<file path="config.mk">
export PLATFORM = sky130hd
export DESIGN_NAME = mux_bus_responder
export DESIGN_NICKNAME = d
export VERILOG_FILES = /design/src/rtl/mux_bus_responder.sv
export SDC_FILE = /design/constraint.sdc
export NUM_CORES = 1
export LEC_CHECK = 0
export CORE_UTILIZATION = 41
export CTS_CLUSTER_DIAMETER = 200
export CTS_CLUSTER_SIZE = 20
export DETAILED_ROUTE_END_ITERATION = 10
export GPL_ROUTABILITY_DRIVEN = 0
export HOLD_SLACK_MARGIN = 0.05
export SYNTH_ARGS = -nofsm -noshare
export SYNTH_HDL_FRONTEND = slang
export SYNTH_SLANG_ARGS = --single-unit
</file>
<file path="constraint.sdc">
create_clock -name clk -period 4.5 [get_ports clk]
set_clock_uncertainty 0.2 [all_clocks]
set_input_delay 1.35 -clock clk [delete_from_list [all_inputs] [get_ports clk]]
set_output_delay 1.35 -clock clk [all_outputs]
set_load 0.03 [all_outputs]
</file>
<file path="src/rtl/mux_bus_responder.sv">
// Multiplexed address/data bus responder: 16x8 register file at upper nibble BASE_NIBBLE.
// Optional macro MUXBUS_AUTOINC_EN: completed accesses step addr[3:0] and park in ADDR.
module mux_bus_responder #(
  parameter logic [3:0]  BASE_NIBBLE = 4'h0,
  parameter int unsigned WAIT_CYCLES = 1
) (
  input  logic       clk,
  input  logic       rst_n,
  input  logic       ale,
  input  logic       en,
  input  logic       rw,
  input  logic [7:0] ad_in,
  output logic [7:0] ad_out,
  output logic       ad_oe,
  output logic       rdy,
  input  logic [3:0] dbg_sel,
  output logic [7:0] dbg_out
);

  typedef enum logic [2:0] {
    S_IDLE = 3'd0,
    S_ADDR = 3'd1,
    S_WAIT = 3'd2,
    S_DATA = 3'd3,
    S_SKIP = 3'd4
  } state_t;

  localparam logic [2:0] WAIT_INIT = (WAIT_CYCLES == 0) ? 3'd0 : 3'(WAIT_CYCLES - 1);

  state_t     state_q, state_d;
  logic [7:0] addr_q, addr_d;
  logic [2:0] cnt_q, cnt_d;
  logic [7:0] ad_out_q, ad_out_d;
  logic       ad_oe_q, ad_oe_d;
  logic       rdy_q, rdy_d;
  logic       first_q, first_d;
  logic       wr_en;
  logic       hit;
  logic [7:0] mem_q [16];

  assign hit = (addr_q[7:4] == BASE_NIBBLE);

  always_comb begin
    state_d = state_q;
    addr_d  = addr_q;
    cnt_d   = cnt_q;
    wr_en   = 1'b0;
    case (state_q)
      S_IDLE: begin
        if (ale) begin
          addr_d  = ad_in;
          state_d = S_ADDR;
        end
      end
      S_ADDR: begin
        if (ale) begin
          addr_d = ad_in;
        end else if (en) begin
          if (!hit) begin
            state_d = S_SKIP;
          end else if (WAIT_CYCLES == 0) begin
            state_d = S_DATA;
          end else begin
            state_d = S_WAIT;
            cnt_d   = WAIT_INIT;
          end
        end
      end
      S_WAIT: begin
        if (ale) begin
          addr_d  = ad_in;
          state_d = S_ADDR;
        end else if (!en) begin
          state_d = S_IDLE;
        end else if (cnt_q == 3'd0) begin
          state_d = S_DATA;
        end else begin
          cnt_d = cnt_q - 3'd1;
        end
      end
      S_DATA: begin
        if (ale) begin
          addr_d  = ad_in;
          state_d = S_ADDR;
        end else begin
          // Only the first data cycle commits a write; later rw flips are ignored.
          wr_en = first_q && !rw;
          if (!en) begin
`ifdef MUXBUS_AUTOINC_EN
            addr_d  = {addr_q[7:4], addr_q[3:0] + 4'd1};
            state_d = S_ADDR;
`else
            state_d = S_IDLE;
`endif
          end
        end
      end
      S_SKIP: begin
        if (ale) begin
          addr_d  = ad_in;
          state_d = S_ADDR;
        end else if (!en) begin
          state_d = S_IDLE;
        end
      end
      default: state_d = S_IDLE;
    endcase
  end

  // Outputs are registered off the next state so they move on the same edge as the FSM.
  always_comb begin
    first_d  = (state_d == S_DATA) && (state_q != S_DATA);
    rdy_d    = (state_d == S_DATA);
    ad_oe_d  = (state_d == S_DATA) && rw;
    ad_out_d = (first_d && rw) ? mem_q[addr_q[3:0]] : ad_out_q;
  end

  always_ff @(posedge clk or negedge rst_n) begin
    if (!rst_n) begin
      state_q  <= S_IDLE;
      addr_q   <= 8'h00;
      cnt_q    <= 3'd0;
      ad_out_q <= 8'h00;
      ad_oe_q  <= 1'b0;
      rdy_q    <= 1'b0;
      first_q  <= 1'b0;
    end else begin
      state_q  <= state_d;
      addr_q   <= addr_d;
      cnt_q    <= cnt_d;
      ad_out_q <= ad_out_d;
      ad_oe_q  <= ad_oe_d;
      rdy_q    <= rdy_d;
      first_q  <= first_d;
    end
  end

  always_ff @(posedge clk or negedge rst_n) begin
    if (!rst_n) begin
      for (int i = 0; i < 16; i++) begin
        mem_q[i] <= 8'h00;
      end
    end else if (wr_en) begin
      mem_q[addr_q[3:0]] <= ad_in;
    end
  end

  assign ad_out  = ad_out_q;
  assign ad_oe   = ad_oe_q;
  assign rdy     = rdy_q;
  assign dbg_out = mem_q[dbg_sel];

endmodule

</file>
==> qor_table.md <==
| Metric | Reported | Unit |
|---|---|---|
| Outcome | finished clean | - |
| Routed wire length | 20.28 | mm |
| Number of global-route vias before repair | 4,971 | - |
| Leading cell types by total area after synthesis | sky130_fd_sc_hd__dfrtp_1 (49%), sky130_fd_sc_hd__mux2_2 (21%), sky130_fd_sc_hd__mux4_2 (21%) | - |
| Final WS setup | 35.97 | ps |
| Type of the tightest min-delay check | flip-flop to flip-flop | - |
| Cell types with the highest counts after synthesis | sky130_fd_sc_hd__dfrtp_1 (153), sky130_fd_sc_hd__mux2_2 (144), sky130_fd_sc_hd__mux4_2 (72), sky130_fd_sc_hd__nand2_1 (18), sky130_fd_sc_hd__a22oi_1 (16) | - |
| P_leak | 0.004152 | uW |
| Wire length of the first global-routing pass | 31.55 | mm |
| H-tree depth reported by CTS | 4 | - |
| Cells after DPL | 756 | - |
| Share of cells above drive strength 1 | 54.15 | % |
| Detailed Place HPWL | 12.78 | mm |
| Seq cells post-synth | 153 | - |
| Reg area | 0.003830 | sq mm |
| Overall power | 3145 | uW |
| Width of the chip | 139.9 | um |
| Fin. max-slew vios | 0 | - |
| Final-report hold violation count | 0 | - |
| Overflow left after global routing | 0 | - |
| Share of synthesized flip-flops with an asynchronous set or reset | 100.0 | % |
| Post-route setup TNS | 0 | ps |
| Capturing element type of the critical path | primary output | - |
| Power density normalized to cell area | 344.4 | mW/mm^2 |
| # rows | 50 | - |
| Total iterations of the first detailed-routing run | 5 | - |
| Clock sinks | 153 | - |
| Area of combinational cells with multiple inputs | 0.003787 | sq mm |
| Core Box Area | 0.01864 | sq mm |
| Critical path data required time | 2950 | ps |
| Clock tree from TritonCTS | done | - |
| Biggest area consumer among synthesized cells | sky130_fd_sc_hd__dfrtp_1 | - |
| Post-CTS setup buffers | 0 | - |
| Root buffer selected by CTS | sky130_fd_sc_hd__clkbuf_16 | - |
| Area overhead of the layout relative to synthesis | 17.22 | % |
| Signal arrival time at the worst endpoint | 2910 | ps |
| Worst Path Max Fanout | 20 | - |
| Syn Std Cell Area | 0.007791 | sq mm |
| Vias post-DR | 4,763 | - |
| Critical path launch point type | input pin | - |
| Area share of the largest cell type after synthesis | 49.14 | % |
| Die Area | 0.01956 | sq mm |
| Total of max-cap violations | 0 | - |
| Initial antenna violation count | 1 | - |
| IO Pins | 35 | - |
| Post-synth EDFFs | 0 | - |
| Instance count of the mapped netlist | 496 | - |
| Worst Setup Path Type | input pin to primary output | - |
| Final worst path period need | 4464 | ps |
| 1st-iter DRT viols | 339 | - |
| Maximum clock path buffer count | 2 | - |
| Synthesized area per cell | 15.71 | sq um |
| Remaining max-slew budget at the tightest pin | 41.20 | % |
| Unrepaired setup endpoints after global routing | no | - |
| Finished Layout Cells | 789 | - |
| Port Buffers | 34 | - |
| Clock transition at the registers of the reported paths | 60 | ps |
| Setup violators final | 0 | - |
| Layout fillers | 1,547 | - |
| Placement-stage worst setup slack | -238.3 | ps |
| Average via count per standard cell | 6.037 | - |
| Clock latency on the worst-skew pair | 430 | ps |
| Die span in y | 139.9 | um |
| Yosys warning count | 0 | - |
| Part of the cycle the worst path needs | 99.20 | % |
| Syn_nets | 515 | - |
| Number of nets in the layout | 560 | - |
| Cell variety after synth | 32 | - |
| Most numerous cell in the Yosys netlist | sky130_fd_sc_hd__dfrtp_1 | - |
| Number of remaining DRC errors | 0 | - |
| Commonest register cell after synthesis | sky130_fd_sc_hd__dfrtp_1 | - |
| Peak supply drop | 0.3078 | mV |
| ANT nets after route | 0 | - |
| Peak Freq | 224.0 | MHz |
| CTS Buf Count | 17 | - |
| Global-route usage over all layers | 22.60 | % |
| Worst-Margin Slew | 882.0 | ps |
| Sequential element share of the synthesized area | 49.14 | % |
| Pin count of the biggest net entering global routing | 95 | - |
| Drt wl/cell | 25.70 | um |
| Initial cell density of the core | 41.79 | % |
## placed cells by master (no fill, tap or decap), types with 3 or more instances in the layout
cell type,netlist,layout
sky130_fd_sc_hd__nor2_2,13,13
sky130_fd_sc_hd__clkbuf_16,0,17
sky130_fd_sc_hd__mux4_2,72,72
sky130_fd_sc_hd__a22oi_1,16,16
sky130_fd_sc_hd__bufinv_16,0,3
sky130_fd_sc_hd__clkinvlp_4,0,3
sky130_fd_sc_hd__clkinv_2,0,3
sky130_fd_sc_hd__a21oi_1,3,3
sky130_fd_sc_hd__nand2_1,18,18
sky130_fd_sc_hd__and2_1,3,3
sky130_fd_sc_hd__nand2b_1,3,3
sky130_fd_sc_hd__buf_4,2,30
sky130_fd_sc_hd__buf_12,0,6
sky130_fd_sc_hd__mux2_2,144,144
sky130_fd_sc_hd__or3_1,5,5
sky130_fd_sc_hd__inv_1,5,5
sky130_fd_sc_hd__nor2_1,3,3
sky130_fd_sc_hd__clkdlybuf4s50_1,0,23
sky130_fd_sc_hd__o21ai_0,3,3
sky130_fd_sc_hd__dfrtp_1,153,152
## path summary, 6_finish.rpt
| check | start | to | slack (ps) | depth (start not counted) |
|---|---|---|---|---|
| hold reg to reg | cnt_q[1]$_DFFE_PN0P_ | cnt_q[1]$_DFFE_PN0P_ | 280 | 2 |
| hold / removal | cnt_q[1]$_DFFE_PN0P_ | cnt_q[1]$_DFFE_PN0P_ | 280 | 2 |
| setup reg to reg | addr_q[0]$_DFFE_PN0P_ | ad_out[6]$_DFFE_PN0P_ | 1690 | 5 |
| setup / recovery | dbg_sel[1] | dbg_out[3] | 40 | 5 |
| max in group asynchronous | rst_n | mem_q[124]$_DFFE_PN0P_ | 2320 | 2 |
| min in group asynchronous | rst_n | cnt_q[2]$_DFFE_PN0P_ | 810 | 1 |
## timing repair
item,4_1_cts,5_1_grt
hold buffers,0,0
endpoints found under the setup margin,8,0
endpoints found under the hold margin,0,0
resized for setup,2,0
## metal layers
metal | GRT usage [%] | share of wire [%] | routed length (um) | vias up
li1 | - | - | - | 2018
met1 | 30.54 | 43 | 8815 | 2574
met2 | 35.34 | 48 | 9748 | 153
met3 | 6.366 | 6.9 | 1391 | 18
met4 | 7.172 | 1.6 | 320 | 0
met5 | 0 | 0 | 0 | -
## worst max-delay path, cell delays in order
cell and delay [ps]:
sky130_fd_sc_hd__dlygate4sd2_1 310, sky130_fd_sc_hd__buf_12 210, sky130_fd_sc_hd__mux4_2 320, sky130_fd_sc_hd__mux4_2 500, sky130_fd_sc_hd__buf_4 190
## cell families after synthesis
group | synth area share, %
adder cells (fa/ha/maj) | 0.3211
XOR/XNOR | 0.1124
AO/OA/AOI/OAI | 2.586
multiplexers | 41.75
AND/OR/NAND/NOR | 3.838
flip-flops | 49.14
buffers and inverters | 2.248
## registers in the layout, indices dropped and copies added, names as in the netlist
| name | count |
|---|---|
| mem_q | 128 |
| state_q | 3 |
| first_q | 1 |
| ad_oe | 1 |
| addr_q | 8 |
| cnt_q | 3 |
| ad_out | 8 |
| rdy | 1 |
## final cells by class
type / instances / share of cell area, %
flip-flops and latches: 153 / 41.94
multi-input cells: 303 / 41.47
repair buffers: 61 / 6.521
clock buffers: 21 / 5.042
well taps: 234 / 3.206
clock inverters: 11 / 1.589
inverters: 5 / 0.2055
diodes: 1 / 0.02740
## power breakdown
part / leakage (uW) / total, uW / switching [uW] / internal (uW)
Clock: 0.000289 / 1470 / 574 / 901
Combinational: 0.00175 / 243 / 148 / 95.0
Sequential: 0.00211 / 1430 / 35.3 / 1390
Total: 0.00415 / 3140 / 757 / 2390
## metrics by stage
stage | hold WS, ps | area [sq um] | utilization [%]
4_1_cts | 289.3 | 9130 | 48.97
5_1_grt | 320.8 | 9130 | 48.97
3_5_place_dp | 273.8 | 8523 | 45.72
2_1_floorplan | 248.5 | 7799 | -
3_3_place_gp | 258.8 | 8523 | 45.72
6_report | 281.4 | 9133 | 48.99
(Power assumes the default switching activity.)
